File: config.mk
export PLATFORM = sky130hd
export DESIGN_NAME = crt_row_fetch
export DESIGN_NICKNAME = d
export VERILOG_FILES = /design/src/rtl/crt_pkg.sv /design/src/rtl/crt_row_bank.sv /design/src/rtl/crt_row_fetch.sv
export SDC_FILE = /design/constraint.sdc
export NUM_CORES = 1
export LEC_CHECK = 0
export CORE_UTILIZATION = 50
export CTS_CLUSTER_DIAMETER = 50
export CTS_CLUSTER_SIZE = 28
export DETAILED_ROUTE_END_ITERATION = 10
export PLACE_DENSITY = 0.66
export SLEW_MARGIN = 20
export SYNTH_ARGS = -nofsm -noshare
export SYNTH_HDL_FRONTEND = slang
export SYNTH_HIERARCHICAL = 1
export SYNTH_SLANG_ARGS = --single-unit
File: constraint.sdc
create_clock -name clk -period 9.28 [get_ports clk]
set_clock_uncertainty 0.1 [all_clocks]
set_input_delay 1.856 -clock clk [delete_from_list [all_inputs] [get_ports clk]]
set_output_delay 1.856 -clock clk [all_outputs]
set_load 0.005 [all_outputs]
File: src/rtl/crt_pkg.sv
// Shared types and decode tables for the CRT row fetch engine.
package crt_pkg;

  typedef enum logic [2:0] {
    ST_IDLE,
    ST_REQ,
    ST_GAP,
    ST_DONE,
    ST_STOP
  } fill_state_e;

  // In-band control bytes carried on the DMA stream; never stored.
  localparam logic [7:0] END_ROW    = 8'hF1;
  localparam logic [7:0] END_SCREEN = 8'hF3;

  // burst_len code -> bytes per burst (index 0 is the rightmost entry).
  localparam logic [3:0][3:0] BURST_TBL = {4'd8, 4'd4, 4'd2, 4'd1};

  // burst_gap code -> ce pulses to idle between bursts.
  localparam logic [7:0][5:0] GAP_TBL =
    {6'd55, 6'd47, 6'd39, 6'd31, 6'd23, 6'd15, 6'd7, 6'd0};

endpackage

File: src/rtl/crt_row_bank.sv
// Double-buffered row storage: one bank is filled while the other is shown.
module crt_row_bank #(
  parameter int COLS = 80,
  parameter int AW   = 7
) (
  input  logic          clk,
  input  logic          reset_n,
  input  logic          we,
  input  logic          wr_sel,
  input  logic [AW-1:0] wr_addr,
  input  logic [7:0]    wr_data,
  input  logic          rd_sel,
  input  logic [AW-1:0] rd_addr,
  input  logic          rd_blank,
  output logic [7:0]    rd_data
);

  localparam logic [AW:0] COLS_W = (AW+1)'(COLS);

  logic [7:0] mem_q [2][COLS];
  logic [7:0] rd_data_q;

  // RAM write port; contents deliberately survive reset.
  always_ff @(posedge clk) begin
    if (we && ({1'b0, wr_addr} < COLS_W)) begin
      mem_q[wr_sel][wr_addr] <= wr_data;
    end
  end

  // Registered read; columns past the stored row length read as blank.
  always_ff @(posedge clk or negedge reset_n) begin
    if (!reset_n) begin
      rd_data_q <= 8'h00;
    end else if (rd_blank || ({1'b0, rd_addr} >= COLS_W)) begin
      rd_data_q <= 8'h00;
    end else begin
      rd_data_q <= mem_q[rd_sel][rd_addr];
    end
  end

  assign rd_data = rd_data_q;

endmodule

File: src/rtl/crt_row_fetch.sv
// CRT character-row DMA fetcher: bursts bytes into a fill bank while the
// display side reads the other bank, swapping at each row boundary.
module crt_row_fetch
  import crt_pkg::*;
#(
  parameter int COLS = 80,
  parameter int AW   = 7
) (
  input  logic          clk,
  input  logic          reset_n,
  input  logic          ce,
  input  logic          enable,
  input  logic [AW-1:0] max_col,
  input  logic [1:0]    burst_len,
  input  logic [2:0]    burst_gap,
  input  logic          frame_start,
  input  logic          row_swap,
  output logic          drq,
  input  logic          dack,
  input  logic [7:0]    ichar,
  input  logic [AW-1:0] rd_addr,
  output logic [7:0]    rd_data,
  output logic          underrun,
  input  logic          clr_status,
  output logic          stopped
);

  localparam logic [AW:0] PTR_ONE = (AW+1)'(1);

  fill_state_e     state_q, state_d;
  logic            drq_q;
  logic [AW:0]     wr_ptr_q, wr_ptr_d;
  logic [3:0]      burst_q, burst_d;
  logic [5:0]      gap_q, gap_d;
  logic            fill_sel_q, fill_sel_d;
  logic [1:0][AW:0] row_len_q, row_len_d;
  logic            underrun_q, underrun_d;
  logic            stopped_q, stopped_d;

  logic            accept, we, fill_open, underrun_set;
  logic [AW:0]     row_end;
  logic [5:0]      gap_len;
  logic [3:0]      burst_size;
  logic            rd_blank;

  assign row_end    = {1'b0, max_col} + PTR_ONE;
  assign gap_len    = GAP_TBL[burst_gap];
  assign burst_size = BURST_TBL[burst_len];
  assign rd_blank   = {1'b0, rd_addr} >= row_len_q[~fill_sel_q];

  // Next-state: byte acceptance and gap timing first, then enable,
  // row_swap and frame_start overrides in increasing priority.
  always_comb begin
    state_d      = state_q;
    wr_ptr_d     = wr_ptr_q;
    burst_d      = burst_q;
    gap_d        = gap_q;
    fill_sel_d   = fill_sel_q;
    row_len_d    = row_len_q;
    stopped_d    = stopped_q;
    underrun_set = 1'b0;
    accept       = drq_q && dack;
    we           = 1'b0;

    case (state_q)
      ST_REQ: begin
        if (wr_ptr_q >= row_end) begin
          // max_col shrank below what is already stored
          state_d              = ST_DONE;
          row_len_d[fill_sel_q] = row_end;
        end else if (accept) begin
          if (ichar == END_ROW) begin
            row_len_d[fill_sel_q] = wr_ptr_q;
            state_d               = ST_DONE;
          end else if (ichar == END_SCREEN) begin
            row_len_d[fill_sel_q] = wr_ptr_q;
            state_d               = ST_STOP;
            stopped_d             = 1'b1;
          end else begin
            we       = 1'b1;
            wr_ptr_d = wr_ptr_q + PTR_ONE;
            if (wr_ptr_q == {1'b0, max_col}) begin
              state_d               = ST_DONE;
              row_len_d[fill_sel_q] = row_end;
              burst_d               = 4'd0;
            end else if (burst_q + 4'd1 == burst_size) begin
              state_d = ST_GAP;
              burst_d = 4'd0;
              gap_d   = 6'd0;
            end else begin
              burst_d = burst_q + 4'd1;
            end
          end
        end
      end
      ST_GAP: begin
        if (gap_len == 6'd0) begin
          state_d = ST_REQ;
        end else if (ce) begin
          if (gap_q + 6'd1 == gap_len) begin
            state_d = ST_REQ;
            gap_d   = 6'd0;
          end else begin
            gap_d = gap_q + 6'd1;
          end
        end
      end
      default: ;
    endcase

    fill_open = (state_d == ST_REQ) || (state_d == ST_GAP);

    if (!enable) begin
      state_d = ST_IDLE;
    end

    if (frame_start) begin
      stopped_d = 1'b0;
      row_len_d = '0;
      wr_ptr_d  = '0;
      burst_d   = 4'd0;
      gap_d     = 6'd0;
      state_d   = enable ? ST_REQ : ST_IDLE;
    end else if (row_swap) begin
      if (fill_open) begin
        // show whatever made it in, including a byte taken this clk
        underrun_set          = 1'b1;
        row_len_d[fill_sel_q] = wr_ptr_d;
      end
      fill_sel_d = ~fill_sel_q;
      wr_ptr_d   = '0;
      burst_d    = 4'd0;
      gap_d      = 6'd0;
      if (!enable) begin
        state_d = ST_IDLE;
      end else if (stopped_d) begin
        state_d = ST_STOP;
      end else begin
        state_d = ST_REQ;
      end
      if (stopped_d) begin
        row_len_d[~fill_sel_q] = '0;
      end
    end

    underrun_d = underrun_set || (underrun_q && !clr_status);
  end

  // Control and status registers; drq is registered from the next state.
  always_ff @(posedge clk or negedge reset_n) begin
    if (!reset_n) begin
      state_q    <= ST_IDLE;
      drq_q      <= 1'b0;
      wr_ptr_q   <= '0;
      burst_q    <= 4'd0;
      gap_q      <= 6'd0;
      fill_sel_q <= 1'b0;
      row_len_q  <= '0;
      underrun_q <= 1'b0;
      stopped_q  <= 1'b0;
    end else begin
      state_q    <= state_d;
      drq_q      <= (state_d == ST_REQ);
      wr_ptr_q   <= wr_ptr_d;
      burst_q    <= burst_d;
      gap_q      <= gap_d;
      fill_sel_q <= fill_sel_d;
      row_len_q  <= row_len_d;
      underrun_q <= underrun_d;
      stopped_q  <= stopped_d;
    end
  end

  crt_row_bank #(
    .COLS (COLS),
    .AW   (AW)
  ) u_bank (
    .clk      (clk),
    .reset_n  (reset_n),
    .we       (we),
    .wr_sel   (fill_sel_q),
    .wr_addr  (wr_ptr_q[AW-1:0]),
    .wr_data  (ichar),
    .rd_sel   (~fill_sel_q),
    .rd_addr  (rd_addr),
    .rd_blank (rd_blank),
    .rd_data  (rd_data)
  );

  assign drq      = drq_q;
  assign underrun = underrun_q;
  assign stopped  = stopped_q;

endmodule

Word level (Yosys, flattened, before mapping)
Memory sizes are Yosys's and may differ from the RTL's.
Cells that the tools add are included.

storage, ports and cells
  register bits after elaboration = 49
  memory bits (writable) = 1280
  memory bits (read-only) = 48
  output and inout port bits = 11
  memories kept = 2

memories
  name             words  width  rd ports  clocked after memory_dff  wr ports  line                 RTL
  u_bank.mem_q     2      640    1         0                         1         crt_row_bank.sv:20   logic [7:0] mem_q [2][COLS];
  (no name shown)  8      6      1         0                         0         crt_row_fetch.sv:47  assign gap_len = GAP_TBL[burst_gap];

cells by class
  add/sub/neg operators = 4
  order comparisons = 13
  equal/unequal tests = 21
  mux-type cells = 90
  bitwise gates (word level) = 6
  reductions and logical operators = 17

operators with widths
  cell                                                  number
  2-to-1 mux 640 bit                                    1
  2-to-1 mux 16 bit                                     12
  2-to-1 mux 8 bit                                      15
  2-to-1 mux 6 bit                                      12
  binary-select mux 8 bit (select 7 bit)                1
  demux 8 bit (select 7 bit)                            1
  bitwise mux 16 bit                                    3
  2-to-1 mux 3 bit                                      14
  2-to-1 mux 4 bit                                      10
  != test 4 bit (second input constant)                 8
  bitwise AND 16 bit                                    1
  demux 8 bit (select 1 bit)                            2
  equality test 8 bit (second input constant)           2
  >= comparator 8 bit (second input constant)           2
  2-to-1 mux 1 bit                                      16
  inverter 16 bit                                       1
  inverter 7 -> 8 bit                                   2
  case mux 6 bit (2 select lines)                       1
  equality test 3 x 1 -> 1 bit (second input constant)  3
  != test 3 bit (second input constant)                 3
  AND reduction 9 bit                                   1
  adder 7 x 1 -> 8 bit (second input constant)          1
  adder 8 x 1 -> 8 bit (second input constant)          1
  binary-select mux 4 bit (select 2 bit)                1
  25 further kinds                                      37

Depth between registers and ports, before layout
Gate-level depths: netlist (run 1).

  depth in word-level cells = 19
  depth in mapped cells = 18
  depth with buffers taken out = 17

Cells and area by module
Netlist (run 1), hierarchy kept.

modules (own cells, without submodules)
  module         instances  cells an instance  area each (sq um)  seq. area each (sq um)
  crt_row_bank   1          2238               49910.4            38637.1
  crt_row_fetch  1          486                3890.0             1026.0

Worst setup path before layout (run 1)
No wires, ideal clock.

  path type = input to register
  start = in max_col[0]
  end = mem u_bank/mem_q[0][10] (netlist name), enable pin
  library setup time = 370 ps
  data arrival time = 5039 ps
  setup slack = 3770 ps
  cell stages on the path = 16
  cells stage by stage = ha_1 -> and3_1 -> nand3_1 -> xnor2_1 -> inv_1 -> ha_1 -> nand2_1 -> nor3_1 -> a21o_1 -> nor2_2 -> nand2_1 -> inv_2 -> and2_1 -> nor3b_1 -> nand3_1 -> nor2_1

between the ends
  word-level cells in the longest chain between the ends = 7

ends and longest elaborated chain
  item                                      line                 RTL
  start: declaration                        crt_row_fetch.sv:13  input logic [AW-1:0] max_col,
  adder 7 x 1 -> 8 bit                      crt_row_fetch.sv:46  assign row_end = {1'b0, max_col} + PTR_ONE;
  >= comparator 8 bit                       crt_row_fetch.sv:67  if (wr_ptr_q >= row_end) begin
  2-to-1 mux 1 bit                          crt_row_fetch.sv:67
  2-to-1 mux 1 bit                          crt_row_fetch.sv:65  case (state_q)
  net we                                    crt_row_fetch.sv:40  logic accept, we, fill_open, underrun_set;
  logical AND 1 bit                         crt_row_bank.sv:25   if (we && ({1'b0, wr_addr} < COLS_W)) begin
  2-to-1 mux 1 bit                          crt_row_bank.sv:25
  2-to-1 mux 640 bit (implied by the code)  crt_row_bank.sv:26   mem_q[wr_sel][wr_addr] <= wr_data;
  end: declaration                          crt_row_bank.sv:20

The timed path passes the listed nets, and every way through them passes these cells.

Final worst setup path (run 1)
  start = in max_col[0]
  end = mem u_bank/mem_q[0][316] (netlist name), enable pin

Same word-level chain as after synthesis.

==> results summary, run 1 <==
The run finished with clean final reports. Post-CTS timing repair inserted 0 buffers for setup. The total of warnings raised by yosys is 6.

For the pin with the worst max-slew slack, the measured transition is 1210 ps. The path class of the tightest hold or removal check is reg2reg. The detail-routed net length per standard cell is 32.9 um. The clock drives 1329 sinks. The final weighted congestion in routability-driven placement is 0.942. In this run the clock root is driven by a clkbuf_16. The headroom to the max-slew limit is 19.3%. The die covers 0.109 sq mm. At the worst endpoint, the arrival time is 7400 ps. The mean number of vias per cell came out at 6.62.

The startpoint identified for the worst hold timing path is underrun. The layout filler cell count is 7755. Across the run, the number of max-cap violations was 0. TritonCTS built the clock tree. The share of layout cells above drive strength 1 came out at 22.3%. The biggest area contributor in the post-synthesis netlist is edfxtp_1. The filler-free cell count of the finished design came out at 4283.

The layout-stage area growth over the synthesis result came out at 11.0%. edfxtp_1 is the most common cell in the netlist. The kind of critical path is in2reg.

The met1 global-route usage is 38.1%. The net count of the finished layout came out at 2851. The final number of hold-violating endpoints was 0.

After clock tree synthesis, the clock-pin slew on the worst setup and hold paths is 70 ps. The hold buffer count at CTS is 0. The final routed DRC violation total is 0. The count of input and output buffers came out at 45. The launch point of the critical path is max_col[0]. The first-iteration detailed-routing DRC count came out at 4039. The worst path required time is 9510 ps. The share of synthesized area in the top cell type comes to 71.4%.

The worst setup path is launched from a primary input. Yosys mapped the design onto 87 distinct sky130hd cell types. The number of buffers inserted during clock tree synthesis came out at 114.

The period utilization came out at 77.3%. The post-route standard cell area excluding fillers came out at 0.0597 sq mm. The flip-flop and latch count after synthesis is 1329. The final setup slack of the worst path came out at 2100 ps. The synthesized netlist net count is 2781. The met2 capacity usage during global routing is 40.4%. The later pin in the worst-skew pair is clocked with a latency of 730 ps. After floorplanning, the core was sized to cover 0.106 sq mm.

The number of antenna violations at the first check in global routing is 7. The synthesized instance count came out at 2724. For this design the static power due to leakage is 18.7 nW. In this run the most used layer during global routing was met2. The number of nets with antenna violations after routing came out at 0. Yosys attributes the largest share of cell area to edfxtp_1 71%, mux4_2 14%, dfrtp_1 2.3%, nor2_1 1.6%, mux2i_1 1.0%.

The effective utilization at floorplan came out at 50.7%. The width of the die came out at 330 um. The standard-cell row count is 119. The total instance count after detailed placement is 4069. The top-level I/O count came out at 46. The max-slew violation count is 0. The power per unit of standard cell area is 232 mW/mm^2. The number of cells upsized or downsized after cts is 0. Detailed placement finished with a half-perimeter wire length of 88900 um.

The share of synthesized flip-flops with an asynchronous set or reset is 3.69%. The peak clock frequency supported by timing came out at 139 MHz. For the finished layout, the period the worst path requires is 7180 ps. The highest fanout seen on the critical path came out at 14. The share of the Yosys chip area taken by registers is 73.7%.

The number of buffers between clock root and the deepest sink came out at 3. The first-pass GRT wire length came out at 203000 um. The wire length after detailed routing is 141000 um.

The worst ir drop on vdd is 236 uV. For this block, the via count after detailed routing is 28300. The post-place instance area is 0.0556 sq mm.

In the synthesized netlist the dominant register cell turns out to be edfxtp_1. The post-placement setup slack came out at 1420 ps. In the synthesized netlist, the cells that appear most often are 1280 x edfxtp_1, 340 x mux4_2, 234 x nor2_1. Setup violations remaining at the end of the flow were counted as 0. The number of antenna diodes came out at 0. The met3 usage is 5.91%. Setup repair after global routing left no endpoint under its margin. A synthesized cell averages 19.8 sq um.

The overall die height is 330 um. The worst register-to-register path begins at wr_ptr_q[2]. The number of search-and-repair iterations in the first detailed-routing pass came out at 6. The synthesized netlist occupies a cell area of 0.0538 sq mm. The via count of the first global-routing pass is 27800. The largest net degree at the start of global routing is 111.

STA classifies the critical path endpoint as a register. The number of enable-type register cells in the synthesized netlist is 1280. The final-layout setup total negative slack is 0 ps. The clock tree synthesis step divided the H-tree into 3 levels. The global routing usage summed across all routing layers came out at 26.3%. The total global routing overflow is 0. The tightest hold margin came out at 427 ps.
==> through the flow <==
| stage | utilization, % | power, mW |
|---|---|---|
| 6_report | 56.4 | 13.9 |
| 5_1_grt | 56.4 | 14.3 |
| 4_1_cts | 56.4 | 13.9 |
| 3_5_place_dp | 52.4 | 8.87 |
| 3_3_place_gp | 52.4 | 8.85 |
| 2_1_floorplan | - | 8.30 |
==> cell type report <==
cell class	instances	area (sq um)	share of cell area (%)
sequential	1329	39700	66.4
multi-input combinational	1230	13300	22.2
clock buffer	119	2890	4.84
tap	1391	1740	2.91
clock inverter	95	1250	2.09
timing repair buffer	96	838	1.40
inverter	23	93.8	0.157
==> layout by cell type, fill, tap and decap left out, types with 9 or more instances in the layout <==
master           instances
a211oi_1                 9
a21o_1                  10
a21oi_1                 32
a221oi_1                10
a22oi_1                 31
a31oi_1                 14
and2_1                  11
buf_4                   57
clkbuf_16              115
clkdlybuf4s50_1         32
clkinv_8                15
clkinvlp_4               9
dfrtp_1                 49
edfxtp_1              1280
ha_1                    22
inv_1                   17
inv_6                   17
inv_8                   17
mux2_2                  10
mux2i_1                 55
mux4_2                 340
nand2_1                 99
nand3_1                 38
nand4_1                  9
nor2_1                 233
nor2b_1                 22
nor3_1                  10
nor4_1                   9
o211ai_1                14
o21ai_0                 29
o21ai_1                 19
o221ai_1                14
o22ai_1                 15
or3_1                   11
or4_1                   10
xnor2_1                 19
==> final timing paths <==
check,end,slack (ps),cells past startpoint
worst max register to register,u_bank/mem_q[0][316],4010,11
worst max-delay path,u_bank/mem_q[0][316],2100,17
min in group asynchronous,stopped,1220,2
worst min-delay path,underrun,430,2
max in group asynchronous,u_bank/rd_data[0],7280,2
worst min register to register,underrun,430,2
==> cell families (layout without fill, tap and decap cells) <==
logic type,after synthesis,count (layout),synth area share [%]
compound gates,271,271,3.63
xor+xnor,28,28,0.470
fa+ha+maj,22,22,0.512
buf+inv,165,333,1.63
flops,1329,1329,73.7
mux,411,411,15.8
simple gates,498,498,4.28
==> worst max-delay path: stages <==
cell and delay, ps:
clkdlybuf4s50_1 610, ha_1 230, and3_1 190, nand3_1 100, xnor2_1 460, inv_1 90
ha_1 200, a21oi_1 150, o21ai_1 100, a21o_1 360, nor2_2 350, nand2_1 210
inv_2 200, and2_1 260, nor3b_1 440, nand2_1 760, nor2_1 820
==> routing by layer <==
layer / part of all wire, % / vias to the layer above / routed length, um
met5: 0.0092 / - / 13
li1: - / 11500 / -
met2: 47 / 1770 / 66300
met4: 2.9 / 2 / 4030
met3: 11 / 227 / 14900
met1: 39 / 14900 / 55500
==> report_power, final <==
part / internal (mW) / leakage, nW / switching [mW]
Combinational: 0.976 / 4.52 / 1.15
Clock: 2.64 / 1.99 / 2.50
Sequential: 6.58 / 12.2 / 0.00766
==> registers in the layout, summed over array words and instances, names as in the netlist <==
signal          flops
burst_q             4
drq                 1
fill_sel_q          1
gap_q               6
row_len_q          16
state_q             3
stopped             1
u_bank/mem_q     1280
u_bank/rd_data      8
underrun            1
wr_ptr_q            8
(Power assumes the default switching activity.)
==> run 2, diff against run 1 <==
==> constraint.sdc (replaced) <==
create_clock -name clk -period 6.7 [get_ports clk]
set_clock_uncertainty 0.1 [all_clocks]
set_input_delay 1.34 -clock clk [delete_from_list [all_inputs] [get_ports clk]]
set_output_delay 1.34 -clock clk [all_outputs]
set_load 0.005 [all_outputs]
==> run 2 against run 1 <==
Against the previous run: cell area up 2.2%; flip-flop and latch count did not move; core utilization grew 1.2 points; critical path depth increased by 1; critical path type unchanged; sequential share of layout area is 1.4 points lower; register-to-register slack got worse by 2300 ps; sequential power rose by 38%; worst hold slack got worse by 1.5 ps; non-clock buffer count increased by 168; highest routed layer unchanged; power rose by 39%; critical endpoint is now u_bank/mem_q[0][408].
==> results summary, run 2 (same netlist as run 1, synthesis figures left out) <==
The worst ir drop on vdd is 237 uV (+0.52%). The share of total power in sequential cells came out at 47.5% (about the same). The combinational share of power is 15.9% (+0.5 points). The final weighted congestion in routability-driven placement is 0.934 (-0.84%). Setup repair after global routing left no endpoint under its margin. The final-layout setup total negative slack came out at 0 ps (unchanged). The critical path is of the in2reg type. The area used by sequential logic in the layout is 0.0397 sq mm (unchanged).

The hold buffer count at CTS came out at 0 (unchanged). The count of input and output buffers came out at 45 (unchanged). The number of antenna violations at the first check in global routing is 7 (unchanged).

The period utilization came out at 92.1%. The standard-cell row count was 119 (unchanged). The slowest stage of the critical path belongs to the cell nand2_1. The HPWL after detailed placement came out at 89200 um (+0.37%). The share of layout cells above drive strength 1 was 26.5% (+4.2 points). The net count of the finished layout came out at 3021 (+6.0%). The portion of total power attributed to the clock network was 36.6% (-0.5 points). The worst path required time is 7010 ps (-2500 ps). The total global routing overflow is 0 (unchanged). The width of the die is 330 um (unchanged). Leaving out fill and tap cells, the most frequent cells in the layout are 1280 x edfxtp_1, 340 x mux4_2, 234 x nor2_1. The power per unit of standard cell area came to 315 mW/mm^2 (+36%).

The final number of hold-violating endpoints is 0 (unchanged). The final routed DRC violation total is 0 (unchanged). The number of buffers between clock root and the deepest sink is 3 (unchanged). The critical path's largest stage delay came out at 820 ps (about the same).

The area inside the core boundary is 0.106 sq mm (unchanged). The number of flip-flops under the largest register name is 1280 (unchanged). The worst min-delay path startpoint is underrun. The layout filler cell count was 7783 (+0.36%). The maximum level of the CTS H-tree is 3 (unchanged). The arrival time of data at the critical path endpoint came out at 6490 ps (-910 ps). The path class of the lowest-slack min-delay path is reg2reg. The switching share of power came out at 25.9% (-0.46 points). The worst path buffer plus inverter count is 4 (+1).

The slew of the pin with the lowest slew margin came out at 1140 ps (-67.0 ps). The multi-input combinational cell area came to 0.0133 sq mm (about the same). The largest net degree at the start of global routing came to 101 (-9.0%).

The highest fanout seen on the critical path is 10 (-4). The total internal power is 14.2 mW (+39%). The critical path goes through clkdlybuf4s50_1 > ha_1 > and3_1 > nand3_1 > xnor2_1 > inv_1 > ha_1 > nand2_1 > nor3_1 > a21o_1 > nor2_2 > nand2_1 > inv_2 > and2_1 > nor3b_1 > nand2_1 > nor2_1 > buf_4. The wire length after detailed routing came out at 138000 um (-1.7%).

The mean number of vias per cell came to 6.42 (-2.9%). The layout-stage area growth over the synthesis result came out at 13.5%. The worst setup path is captured at a register.

The number of cells upsized or downsized after cts is 0 (unchanged). Tracing the worst setup path back leads to its startpoint at max_col[0]. The post-route standard cell area excluding fillers came out at 0.0610 sq mm (+2.2%). The CTS sink count came out at 1329 (unchanged). The overall die height came to 330 um (unchanged). The leakage power came out at 19.6 nW (+4.9%). The die area is 0.109 sq mm (unchanged). Based on the critical path, the design can be clocked at up to 162 MHz. The power dissipated by switching net loads came out at 4.98 mW (+36%).

The library cell used most frequently in the layout, excluding fill and tap cells, is edfxtp_1. The detail-routed net length per standard cell came to 31.0 um (-5.6%). The first-iteration detailed-routing DRC count came out at 4154 (+2.8%). The number of maximum-capacitance violations came out at 0 (unchanged).

The tightest hold margin came out at 426 ps (-1.54 ps). The number of buffers inserted during clock tree synthesis came to 116 (+1.8%). The post-place instance area is 0.0569 sq mm (+2.4%). The clock-pin slew reported for the worst setup and hold paths after clock tree synthesis is 70 ps (about the same). The flow ran to the end, and the final reports show no timing, DRC or antenna violations. The via count of the first global-routing pass is 28800 (+3.4%). The first-pass GRT wire length came out at 203000 um (about the same).

The global routing usage summed across all routing layers is 26.0% (-0.30 points). The number of search-and-repair iterations in the first detailed-routing pass is 5 (-1). The worst setup path is launched from a primary input. The setup violation total in the final timing report came out at 0 (unchanged). The launching point of the worst reg2reg path is state_q[2]. The clock insertion delay at the later pin of the skew report came to 710 ps (-20 ps). The max-slew violation count came out at 0 (unchanged). The total instance count after detailed placement is 4237 (+4.1%). The top-level I/O count came out at 46 (unchanged). The effective utilization at floorplan is 50.7% (unchanged).

The tree is rooted in a clkbuf_16. The number of buffers inserted to repair setup after CTS came out at 0 (unchanged). In this design, the largest share of critical-path delay is due to simple AND/OR/NAND/NOR gates. The register with the most flip-flops in the final layout is u_bank/mem_q. The final critical path time including I/O delays and setup came out at 6170 ps.

The TritonCTS clock tree is built. The headroom to the max-slew limit came out at 23.7% (+4.4 points). The filler-free cell count of the finished design came out at 4460 (+4.1%). The total via count after detailed routing is 28700 (+1.1%).

The number of nets with antenna violations after routing is 0 (unchanged). The total power of the final layout is 19.2 mW (+39%). Among the stages of the critical path, the cell type that occurs most often is nand2_1. The largest registers in the layout are u_bank/mem_q: 1280 flops, row_len_q: 16 flops.
[run 2: changes by cell type in the layout (fill, tap and decap cells not counted), moves of 3 or more]
cell / before / now
buf_12: 3 / 10
buf_4: 57 / 217
clkbuf_16: 115 / 119
clkinv_4: 8 / 12
clkinv_8: 15 / 12
clkinvlp_4: 9 / 6
diode_2: 0 / 4
inv_12: 7 / 2
inv_16: 6 / 2
inv_6: 17 / 23
[run 2: cell type report]
type / instances / share of cell area (%)
Sequential cell: 1329 / 65.0
Multi-Input combinational cell: 1230 / 21.7
Clock buffer: 127 / 4.96
Timing Repair Buffer: 264 / 3.59
Tap cell: 1391 / 2.85
Clock inverter: 92 / 1.72
Inverter: 23 / 0.154
Antenna cell: 4 / 0.0164
[run 2: layer usage]
metal  up-vias  track usage [%]  part of all wire, %
li1      11800                -                    -
met1     15100             37.6                   40
met2      1455             40.4                   47
met3       250             5.18                  9.3
met4         4             7.88                  2.9
met5         -                0                0.015
[run 2: power by group through the flow]
stage	combinational (mW)	clock [mW]	sequential [mW]
global placement	3.06	0	9.31
global route	3.23	7.42	9.12
floorplan	2.19	0	9.31
CTS	3.10	7.13	9.12
detailed placement	3.08	0	9.31
finish	3.06	7.02	9.12
[run 2: final timing paths]
path / slack (ps) / cells past startpoint / end
setup / recovery: 530 / 18 / u_bank/mem_q[0][408]
hold / removal: 430 / 2 / underrun
setup reg to reg: 1690 / 10 / u_bank/mem_q[0][408]
hold reg to reg: 430 / 2 / underrun
max in group asynchronous: 5200 / 2 / u_bank/rd_data[0]
min in group asynchronous: 680 / 2 / fill_sel_q
[run 2: through the flow]
| step | worst slack [ps] | util [%] |
|---|---|---|
| 2_1_floorplan | 1710 | - |
| 3_3_place_gp | 216 | 53.7 |
| 3_5_place_dp | -29.2 | 53.7 |
| 4_1_cts | 745 | 57.6 |
| 5_1_grt | 277 | 57.6 |
| 6_report | 526 | 57.6 |
[run 2: tightest hold or removal path: stages, from the launching register on]
cell     delay [ps]
dfrtp_1         380
inv_1            50
o21ai_1          60
